[config.mk]
export PLATFORM = sky130hd
export DESIGN_NAME = keypad_scanner
export DESIGN_NICKNAME = d
export VERILOG_FILES = /design/src/rtl/keypad_scanner.sv
export SDC_FILE = /design/constraint.sdc
export NUM_CORES = 1
export LEC_CHECK = 0
export ABC_CLOCK_PERIOD_IN_PS = 5000
export CORE_UTILIZATION = 35
export DETAILED_ROUTE_END_ITERATION = 16
export HOLD_SLACK_MARGIN = 0.06
export PLACE_DENSITY_LB_ADDON = 0.3
export SYNTH_ARGS = -nofsm -noshare
export SYNTH_HDL_FRONTEND = slang
export SYNTH_SLANG_ARGS = --single-unit
[constraint.sdc]
create_clock -name clk -period 5 [get_ports clk]
set_input_delay 1 -clock clk [delete_from_list [all_inputs] [get_ports clk]]
set_output_delay 1 -clock clk [all_outputs]
set_load 0.005 [all_outputs]
[src/rtl/keypad_scanner.sv]
// rtl/keypad_scanner.sv - 4x4 matrix keypad scanner with sweep resolution and debounce (optional KEYPAD_SYNC_EN row synchronizer)
module keypad_scanner #(
  parameter int SCAN_DIV        = 1,
  parameter int DEBOUNCE_SWEEPS = 4
) (
  input  logic       clk,
  input  logic       rst,
  input  logic [3:0] readrow,
  output logic [3:0] scancol,
  output logic [7:0] keycode,
  output logic       keyvalid
);

  localparam logic [15:0] DIV_LAST = 16'(SCAN_DIV - 1);
  localparam logic [7:0]  DEB_MAX  = 8'(DEBOUNCE_SWEEPS);

  logic [15:0] dwell;
  logic        dwell_last;
  logic [3:0]  smp_row;
  logic [3:0]  smp_col;
  logic        smp_en;
  logic        sweep_ok;

  assign dwell_last = (dwell == DIV_LAST);

  // Column dwell counter and one-hot left rotation of the column strobe
  always_ff @(posedge clk) begin
    if (!rst) begin
      dwell   <= '0;
      scancol <= 4'b0001;
    end else if (dwell_last) begin
      dwell   <= '0;
      scancol <= {scancol[2:0], scancol[3]};
    end else begin
      dwell <= dwell + 16'd1;
    end
  end

`ifdef KEYPAD_SYNC_EN
  logic [3:0] row_m;
  logic [3:0] row_s;
  logic [3:0] col_d1;
  logic [3:0] col_d2;
  logic [1:0] smp_d;

  // Two-flop row synchronizer; column tag and sample strobe delayed to stay aligned with it
  always_ff @(posedge clk) begin
    if (!rst) begin
      row_m  <= '0;
      row_s  <= '0;
      col_d1 <= '0;
      col_d2 <= '0;
      smp_d  <= '0;
    end else begin
      row_m  <= readrow;
      row_s  <= row_m;
      col_d1 <= scancol;
      col_d2 <= col_d1;
      smp_d  <= {smp_d[0], dwell_last};
    end
  end

  // First sweep after reset straddles the pipeline fill, so its result is dropped
  always_ff @(posedge clk) begin
    if (!rst) begin
      sweep_ok <= 1'b0;
    end else if (smp_en && smp_col[3]) begin
      sweep_ok <= 1'b1;
    end
  end

  assign smp_row = row_s;
  assign smp_col = col_d2;
  assign smp_en  = smp_d[1];
`else
  assign smp_row  = readrow;
  assign smp_col  = scancol;
  assign smp_en   = dwell_last;
  assign sweep_ok = 1'b1;
`endif

  logic       sweep_end;
  logic       col_hit;
  logic       col_amb;
  logic [7:0] acc_code;
  logic [1:0] acc_keys;
  logic       acc_amb;
  logic [7:0] nxt_code;
  logic [1:0] nxt_keys;
  logic       nxt_amb;
  logic [7:0] sweep_result;

  assign sweep_end = smp_en && smp_col[3];

  // Classify the sampled column and fold it into the running sweep totals
  always_comb begin
    col_hit  = (smp_row != 4'b0000) && $onehot(smp_row);
    col_amb  = (smp_row != 4'b0000) && !$onehot(smp_row);
    nxt_code = acc_code;
    nxt_keys = acc_keys;
    nxt_amb  = acc_amb | col_amb;
    if (col_hit) begin
      nxt_code = {smp_row, smp_col};
      if (acc_keys != 2'd2) begin
        nxt_keys = acc_keys + 2'd1;
      end
    end
    sweep_result = (nxt_keys == 2'd1 && !nxt_amb) ? nxt_code : 8'h00;
  end

  // Sweep accumulator; cleared once the last column has been folded in
  always_ff @(posedge clk) begin
    if (!rst) begin
      acc_code <= '0;
      acc_keys <= '0;
      acc_amb  <= 1'b0;
    end else if (smp_en) begin
      if (sweep_end) begin
        acc_code <= '0;
        acc_keys <= '0;
        acc_amb  <= 1'b0;
      end else begin
        acc_code <= nxt_code;
        acc_keys <= nxt_keys;
        acc_amb  <= nxt_amb;
      end
    end
  end

  logic [7:0] prev_result;
  logic [7:0] match_cnt;

  // Count consecutive identical sweep results, saturating at the debounce target
  always_ff @(posedge clk) begin
    if (!rst) begin
      prev_result <= '0;
      match_cnt   <= '0;
    end else if (sweep_end && sweep_ok) begin
      if (sweep_result == prev_result) begin
        match_cnt <= (match_cnt >= DEB_MAX) ? DEB_MAX : match_cnt + 8'd1;
      end else begin
        prev_result <= sweep_result;
        match_cnt   <= 8'd1;
      end
    end
  end

  // Publish a debounced result one edge after it becomes stable and differs
  always_ff @(posedge clk) begin
    if (!rst) begin
      keycode  <= '0;
      keyvalid <= 1'b0;
    end else if (match_cnt == DEB_MAX && prev_result != keycode) begin
      keycode  <= prev_result;
      keyvalid <= (prev_result != 8'h00);
    end
  end

endmodule

---- Word level (Yosys, flattened, before mapping) ----
Cells that the tools add are included.
Widths: inputs -> output; s select.
storage, ports and cells
  bits of input ports ..................... 6
  logic and storage cells ................. 46
  flip-flop bits (word level) ............. 56
  output and inout bits ................... 13
cells by class
  multiplexer cells ....................... 9
  reduce and logical (&&, ||, !) cells .... 12
  add/sub/neg operators ................... 6
  bitwise logic cells ..................... 3
  $lt $le $gt $ge ......................... 1
  equality and inequality tests ........... 6
operators by type and width
  cell                   number
  $mux 8                 5
  $add 16x1->16 const B  1
  $logic_not 16->1       1
  $add 8x1->8 const B    1
  $eq 8x3->1 const B     1
  $eq 8x8->1             1
  $ge 8x3->1 const B     1
  $ne 8x8->1             1
  $reduce_bool 8->1      1
  $mux 2                 3
  $logic_and 1x1->1      5
  $add 1x1->2            2
  $reduce_bool 4->1      1
  $add 2x2->3            1
  $eq 3x1->1 const B     1
  $add 2x1->2 const B    1
  $eq 2x1->1 const B     1
  $logic_not 1->1        2
  $ne 2x2->1 const B     1
  $not 1->1              2
  $reduce_and 2->1       1
  $reduce_or 2->1        1
  $mux 1                 1
  $or 1x1->1             1

---- Logic depth before layout (Yosys ltp) ----
Gate-level depths: netlist of the first run.
  word-level depth ........................ 12
  depth in mapped cells ................... 16

---- Worst setup path after synthesis of the first run ----
OpenSTA, ideal clock, no wires.
  path type ............................... input to register
  from .................................... in readrow[0]
  to ...................................... reg prev_result[0]
  stages .................................. 14
  data required time ...................... 4,928 ps
  path buffers ............................ 2
  arrival time ............................ 4,278 ps
  slack ................................... 650 ps
  cell sequence ........................... inv_1 > fa_1 > inv_1 > ha_1 > ha_1 > or3b_1 > buf_2 > nor2_2 > mux2_2 > a221o_1 > a32o_2 > a31oi_2 > buf_6 > mux2i_1
on the way
  longest elaborated chain between the ends .. 12
  elaborated cells between the ends (all ways) .. 17
ends and longest elaborated chain
  item                               line    RTL
  start: declaration                 8       input logic [3:0] readrow,
  $add 1x1->2 (not written as such)  97, 98
  $add 2x2->3 (not written as such)  97, 98
  $eq 3x1->1                         97, 98
  $logic_not 1->1                    98      col_amb = (smp_row != 4'b0000) && !$onehot(smp_row);
  $logic_and 1x1->1                  98
  $or 1x1->1                         101     nxt_amb = acc_amb | col_amb;
  $logic_not 1->1                    108     sweep_result = (nxt_keys == 2'd1 && !nxt_amb) ? nxt_code : 8'h00;
  $logic_and 1x1->1                  108
  $mux 8 (*)                         108
  $eq 8x8->1                         139     if (sweep_result == prev_result) begin
  $not 1->1 (no line)                --
  $reduce_and 2->1 (no line)         --
  end signal: assignment             142     prev_result <= sweep_result;
  end: declaration                   130     logic [7:0] prev_result;
Every way passes the cells marked *; elsewhere a longest branch is shown, timed or not.
A chain may end at the register's enable or synchronous reset.

---- Worst setup path after layout of the first run ----
  from .................................... in readrow[0]
  to ...................................... reg match_cnt[0]
on the way
  longest elaborated chain between the ends .. 11
  elaborated cells between the ends (all ways) .. 16
ends and longest elaborated chain
  item                               line    RTL
  $add 1x1->2 (not written as such)  97, 98
  $add 2x2->3 (not written as such)  97, 98
  $eq 3x1->1                         97, 98
  $logic_not 1->1                    98
  $logic_and 1x1->1                  98
  $or 1x1->1                         101
  $logic_not 1->1                    108
  $logic_and 1x1->1                  108
  $mux 8 (*)                         108
  $eq 8x8->1 (*)                     139
  $mux 8 (*)                         139
  end signal: assignment             140     match_cnt <= (match_cnt >= DEB_MAX) ? DEB_MAX : match_cnt + 8'd1;
  end: declaration                   131     logic [7:0] match_cnt;
Marked as above.

==> summary.md, run 1 <==
| Metric | Value |
|---|---|
| Pin count of the biggest net entering global routing | `43` |
| CTS Buffer Depth | `2` |
| Max Fclk | `0.216 GHz` |
| CTS H-tree depth | `2` |
| Main synth FF type | `dfxtp_1` |
| Clock power frac | `0.316` |
| CTS resizes | `0` |
| Initial antenna violation count | `0` |
| Hold buffers post-CTS | `0` |
| EDFF count, synth | `0` |
| Syn nets | `roughly 340` |
| IO Port Bufs | `18` |
| Final period util | `0.925` |
| Pre-CTS setup slack | `0.0156 ns` |
| Post-synthesis sequential area ratio | `0.380` |
| DR vias | `2308` |
| Crit path launch type | `input port` |
| P_leak | `between 1 and 1.5 nW` |
| Setup Fix Bufs, Post-CTS | `0` |
| YS warnings | `0` |
| CTS Sinks | `between 50 and 60` |
| Max cap viols | `0` |
| Critical path capture point type | `flop` |
| Tmin final | `roughly 4.6 ns` |
| Internal Pwr Total | `0.000615 W` |
| Util after Layout | `0.416` |
| Asr flop ratio synth | `0` |
| Worst hold slack | `between 0.4 and 0.5 ns` |
| Starting Density | `0.360` |
| I/O pin cnt | `19` |
| TritonCTS Buffers | `5` |
| Core area | `8180 sq um` |
| DRT Pass-1 Iters | `4` |
| Cells after Synth | `328` |
| Cell area after synthesis | `~2900 sq um` |
| Yosys reg bits | `56` |
| First-pass GRT wire length | `10300 um` |
| CP Max Fanout | `8` |
| Commonest cells post-synth | `dfxtp_1, nand2_1, nor2_1, mux2i_1, inv_1` |
| Die Y | `~94 um` |
| Count leader, synth | `dfxtp_1` |
| DR WL/cell | `around 14 um` |
| Status | `finished, final reports clean` |
| Seq pwr share | `0.544` |
| Synthesized area per cell | `roughly 9 sq um` |
| Worst skew pair latency | `approximately 0.32 ns` |
| Post-route ant nets | `0` |
| Slew HR | `0.454` |
| Final hold vios | `0` |
| Die W | `between 90 and 100 um` |
| Combinational power share | `0.140` |
| Grt total ovfl | `0` |
| CP Class | `in -> reg` |
| Overall routing resource usage | `0.147` |
| Slew @ Worst Pin | `0.818 ns` |
| Vias per Instance | `5.05` |
| Final-stage net count | `366` |
| Final GP Congestion | `0.847` |
| Syn-to-layout area delta | `15.4%` |
| Max-slew violations | `0` |
| Layout cells sized above 1 | `0.108` |
| Hpwl dp | `4450 um` |
| Leading area contributor after synthesis | `dfxtp_1` |
| Top post-synthesis cells by area | `dfxtp_1, mux2i_1, nand2_1, xnor2_1, nor2_1` |
| Critical Path RT | `5.22 ns` |
| CTS tree | `built` |
| Distinct cells, synth | `57` |
| Num rows | `33` |
| Cell Area, Placed | `3300 sq um` |
| Top cell type's share of synthesized area | `0.380` |
| DRC | `0` |
| Routed Wire Length | `6210 um` |
| Die ar. | `8790 sq um` |
| Maximum vdd ir drop | `roughly 130 uV` |
| Final setup viols | `0` |
| HP Class | `reg -> reg` |
| Ant. Diodes | `0` |
| Power Density | `252 nW/um^2` |
| CTS root buf | `clkbuf_8` |
| Arr. time, crit path | `4.84 ns` |
| Sw frac | `0.281` |
| Final instance area | `about 3400 sq um` |
| Setup ws final | `approximately 0.38 ns` |
| DR iter-0 viols | `98` |
| Clock transition at path regs | `0.11 ns` |
| RSZ-0062 raised after global routing | `false` |
| # fillers | `between 800 and 900` |
| Setup TNS | `0 ns` |
| Final Skew | `0.00827 ns` |
| Vias in the first global route | `2129` |
| Switch Pwr | `around 0.00024 W` |
-- critical path, stage by stage --
cell	delay, ns
clkdlybuf4s50_1	0.47
inv_1	0.07
fa_1	0.53
inv_1	0.04
ha_1	0.17
ha_1	0.29
or3b_1	0.48
buf_4	0.18
o21ai_0	0.33
a221oi_4	0.13
buf_4	0.18
a211o_1	0.26
a22oi_2	0.23
nand3_1	0.14
o311a_1	0.33
-- metal layers --
| metal | wire [um] | GRT usage | share of wire | up-vias |
|---|---|---|---|---|
| met5 | 0 | 0 | 0 | - |
| met4 | 100 | 0.0526 | 0.016 | 0 |
| met3 | 127 | 0.0267 | 0.020 | 7 |
| met2 | 2870 | 0.238 | 0.46 | 25 |
| met1 | 3110 | 0.195 | 0.50 | 1069 |
| li1 | - | - | - | 1207 |
-- power by group through the flow --
stage / Clock [W] / Combinational (W) / Sequential [W]
finish: 0.000270 / 0.000120 / 0.000466
global route: 0.000297 / 0.000133 / 0.000467
CTS: 0.000278 / 0.000120 / 0.000466
detailed placement: 0 / 0.000120 / 0.000476
global placement: 0 / 0.000119 / 0.000476
floorplan: 0 / 0.0000828 / 0.000472
-- area by class of cell --
type,instances,area (sq um),share of cell area
multi-input cells,239,1690,0.497
flip-flops and latches,56,1120,0.330
clock buffers,5,68.8,0.0202
inverters,17,63.8,0.0188
repair buffers,32,298,0.0876
well taps,105,131,0.0386
clock inverters,3,26.3,0.00773
-- cells by family after synthesis --
kind of cell / count (synthesis) / synth area share
XOR/XNOR: 24 / 0.0713
multiplexers: 25 / 0.0904
AND/OR/NAND/NOR: 138 / 0.251
AO/OA/AOI/OAI: 43 / 0.120
adder cells (fa/ha/maj): 9 / 0.0408
buffers and inverters: 33 / 0.0459
flip-flops: 56 / 0.380
-- state kept, by name, indices dropped and copies added, names as in the netlist --
| name | cells |
|---|---|
| acc_keys | 2 |
| keycode | 8 |
| acc_amb | 1 |
| dwell | 16 |
| match_cnt | 8 |
| keyvalid | 1 |
| acc_code | 8 |
| prev_result | 8 |
| scancol | 4 |
-- layout by cell type (no fill, tap or decap), drive strengths merged, types with 11 or more instances in the layout --
| cell | synthesis | layout |
|---|---|---|
| nand2 | 31 | 31 |
| mux2i | 21 | 21 |
| dfxtp | 56 | 56 |
| inv | 17 | 18 |
| nor2b | 11 | 11 |
| nor2 | 30 | 30 |
| o21ai | 12 | 12 |
| buf | 4 | 14 |
| and3 | 11 | 11 |
| clkdlybuf4s50 | 0 | 18 |
| xor2 | 11 | 11 |
| nand3 | 15 | 15 |
| xnor2 | 13 | 13 |
-- metrics by stage --
stage,total power [W],std cells
after floorplan,0.000555,328
after global placement,0.000594,449
after detailed placement,0.000596,449
after CTS,0.000864,457
after global routing,0.000898,457
final,0.000856,457
-- path summary, 6_finish.rpt --
kind | startpoint | to | slack (ns) | cells past startpoint
worst max register to register | dwell[0] | match_cnt[1] | 2.33 | 9
worst min-delay path | acc_keys[1] | acc_keys[1] | 0.48 | 1
worst min register to register | acc_keys[1] | acc_keys[1] | 0.48 | 1
worst max-delay path | readrow[0] | match_cnt[0] | 0.38 | 15
No activity file was read; power rests on OpenSTA's default activity.
==> run 2, diff against run 1 <==
Settings changed: ABC_CLOCK_PERIOD_IN_PS 5000 to 4100, GPL_TIMING_DRIVEN from default to 0.
Clock period 5 ns to 4.1 ns, I/O delays scaled along.
==> summary.md, run 2 (synthesis results as in run 1) <==
| Metric | Value |
|---|---|
| Max-slew violations | `0` |
| Syn-to-layout area delta | `18.2%` |
| Vias in the first global route | `between 2000 and 2500` |
| HP Class | `reg -> reg` |
| Final instance area | `3480 sq um` |
| Final GP Congestion | `0.759` |
| DR iter-0 viols | `106` |
| Pin count of the biggest net entering global routing | `17` |
| Final period util | `0.967` |
| Gr busiest metal | `met2` |
| Die W | `93.8 um` |
| Max Fclk | `0.252 GHz` |
| CP Max Fanout | `7` |
| Critical path capture point type | `flop` |
| CTS Buffer Depth | `2` |
| Status | `finished, final reports clean` |
| Kind of cell adding the most delay to the critical path | `adder cells` |
| # fillers | `823` |
| Ant. Diodes | `0` |
| I/O pin cnt | `19` |
| CTS root buf | `clkbuf_8` |
| Final Skew | `0.00958 ns` |
| Hpwl dp | `4710 um` |
| Post-route ant nets | `0` |
| Slew @ Worst Pin | `0.964 ns` |
| Inst Count DP | `about 450` |
| Layout cells sized above 1 | `0.120` |
| CTS H-tree depth | `2` |
| GR Util met3 | `0.0340` |
| Post-Layout Cell Count | `463` |
| Worst path slowest cell | `fa_1` |
| DRC | `0` |
| Worst skew pair latency | `0.31 ns` |
| Starting Density | `0.360` |
| Slew HR | `0.356` |
| Tmin final | `3.97 ns` |
| Overall routing resource usage | `0.166` |
| First-pass GRT wire length | `11600 um` |
| Num rows | `33` |
| Cell Area, Placed | `3260 sq um` |
| DRT Pass-1 Iters | `4` |
| Grt met1 use | `0.221` |
| Core area | `8180 sq um` |
| CTS Sinks | `56` |
| Critical Path RT | `between 4 and 5 ns` |
| Power Density | `333 nW/um^2` |
| Grt total ovfl | `0` |
| Die Y | `93.8 um` |
| Final setup viols | `0` |
| Crit path launch type | `input port` |
| P_leak | `1.27 nW` |
| IO Port Bufs | `18` |
| Util after Layout | `0.426` |
| Commonest non-fill, non-tap cell in the layout | `dfxtp_1` |
| DR vias | `2388` |
| Arr. time, crit path | `4.20 ns` |
| RSZ-0062 raised after global routing | `false` |
| DR WL/cell | `14.4 um` |
| Maximum vdd ir drop | `around 160 uV` |
| Routed Wire Length | `6670 um` |
| Clock transition at path regs | `0.10 ns` |
| Final-stage net count | `373` |
| CP Cell Sequence | `clkdlybuf4s15_2 > inv_2 > fa_1 > inv_1 > ha_2 > ha_4 > or3b_4 > or3_4 > a221oi_4 > buf_6 > o311ai_1 > a32o_2 > a31oi_4 > buf_6 > mux2i_1` |
| Die ar. | `about 8800 sq um` |
| CTS tree | `built` |
| Final hold vios | `0` |
| TritonCTS Buffers | `5` |
| Vias per Instance | `between 5 and 6` |
| Most used cell, CP | `buf_6` |
| Max incr delay on CP | `0.50 ns` |
| Initial antenna violation count | `0` |
| Hold buffers post-CTS | `0` |
| Max FFs per register | `16` |
| CP Class | `in -> reg` |
| Register with the most flip-flops | `dwell` |
| Met2 GRT Util | `0.266` |
| Leading cell types in the layout, fill and taps excluded | `dfxtp_1, nand2_1, nor2_1, mux2i_1` |
| Setup TNS | `0 ns` |
| CP bufs+invs | `5` |
| Total power | `around 0.0012 W` |
| Max cap viols | `0` |
[run 2: cell count changes in the layout (fill, tap and decap cells not counted), sizes merged, moves of 2 or more]
cell | before | now
clkdlybuf4s50 | 18 | 15
clkinvlp | 2 | 0
buf | 14 | 11
clkbuf | 5 | 17
bufinv | 0 | 2
[run 2: routing by layer]
metal  routed length, um  up-vias  share of wire
met2                2990       43           0.45
met5                   0        -              0
met1                3290     1117           0.49
met3                 274       12          0.041
met4                 118        0          0.018
li1                    -     1216              -
[run 2: timing repair]
item / in CTS / in global routing
resized for setup: 25 / 6
endpoints found under the setup margin: 12 / 11
cloned: 1 / 0
buffers inserted: 4 / 1
pin swaps: 7 / 8
[run 2: path summary, 6_finish.rpt]
path / start / to / slack [ns] / cells after the start
worst max-delay path: readrow[1] / prev_result[2] / 0.13 / 15
worst min-delay path: dwell[0] / dwell[0] / 0.48 / 1
worst max register to register: acc_keys[0] / prev_result[2] / 1.57 / 10
worst min register to register: dwell[0] / dwell[0] / 0.48 / 1
[run 2: power breakdown]
part,leakage (nW),switching (W),internal [W]
clock network,0.0642,0.000183,0.000241
logic,0.753,0.0000884,0.0000798
registers,0.453,0.0000118,0.000555
total,1.27,0.000283,0.000876
[run 2: worst register-to-register path, stage by stage (launching register included)]
cell	delay [ns]
dfxtp_1	0.35
inv_1	0.06
ha_1	0.32
or3_4	0.40
a221oi_4	0.23
buf_6	0.16
o311ai_1	0.12
a32o_2	0.28
a31oi_4	0.19
buf_6	0.16
mux2i_1	0.20
[run 2: layout make-up]
type | instances | area [sq um] | share of cell area
buffer | 15 | 76.3 | 0.0219
tap | 105 | 131 | 0.0377
clock buffer | 5 | 68.8 | 0.0198
inverter | 17 | 63.8 | 0.0183
clock inverter | 2 | 60.1 | 0.0172
timing repair buffer | 24 | 224 | 0.0643
sequential | 56 | 1120 | 0.322
multi-input combinational | 239 | 1740 | 0.499
[run 2: metrics by stage]
stage / hold slack [ns] / worst slack (ns)
5_1_grt: 0.498 / 0.00287
2_1_floorplan: 0.437 / 0.00822
4_1_cts: 0.485 / 0.0450
3_3_place_gp: 0.453 / -0.868
6_report: 0.479 / 0.135
3_5_place_dp: 0.461 / -0.903
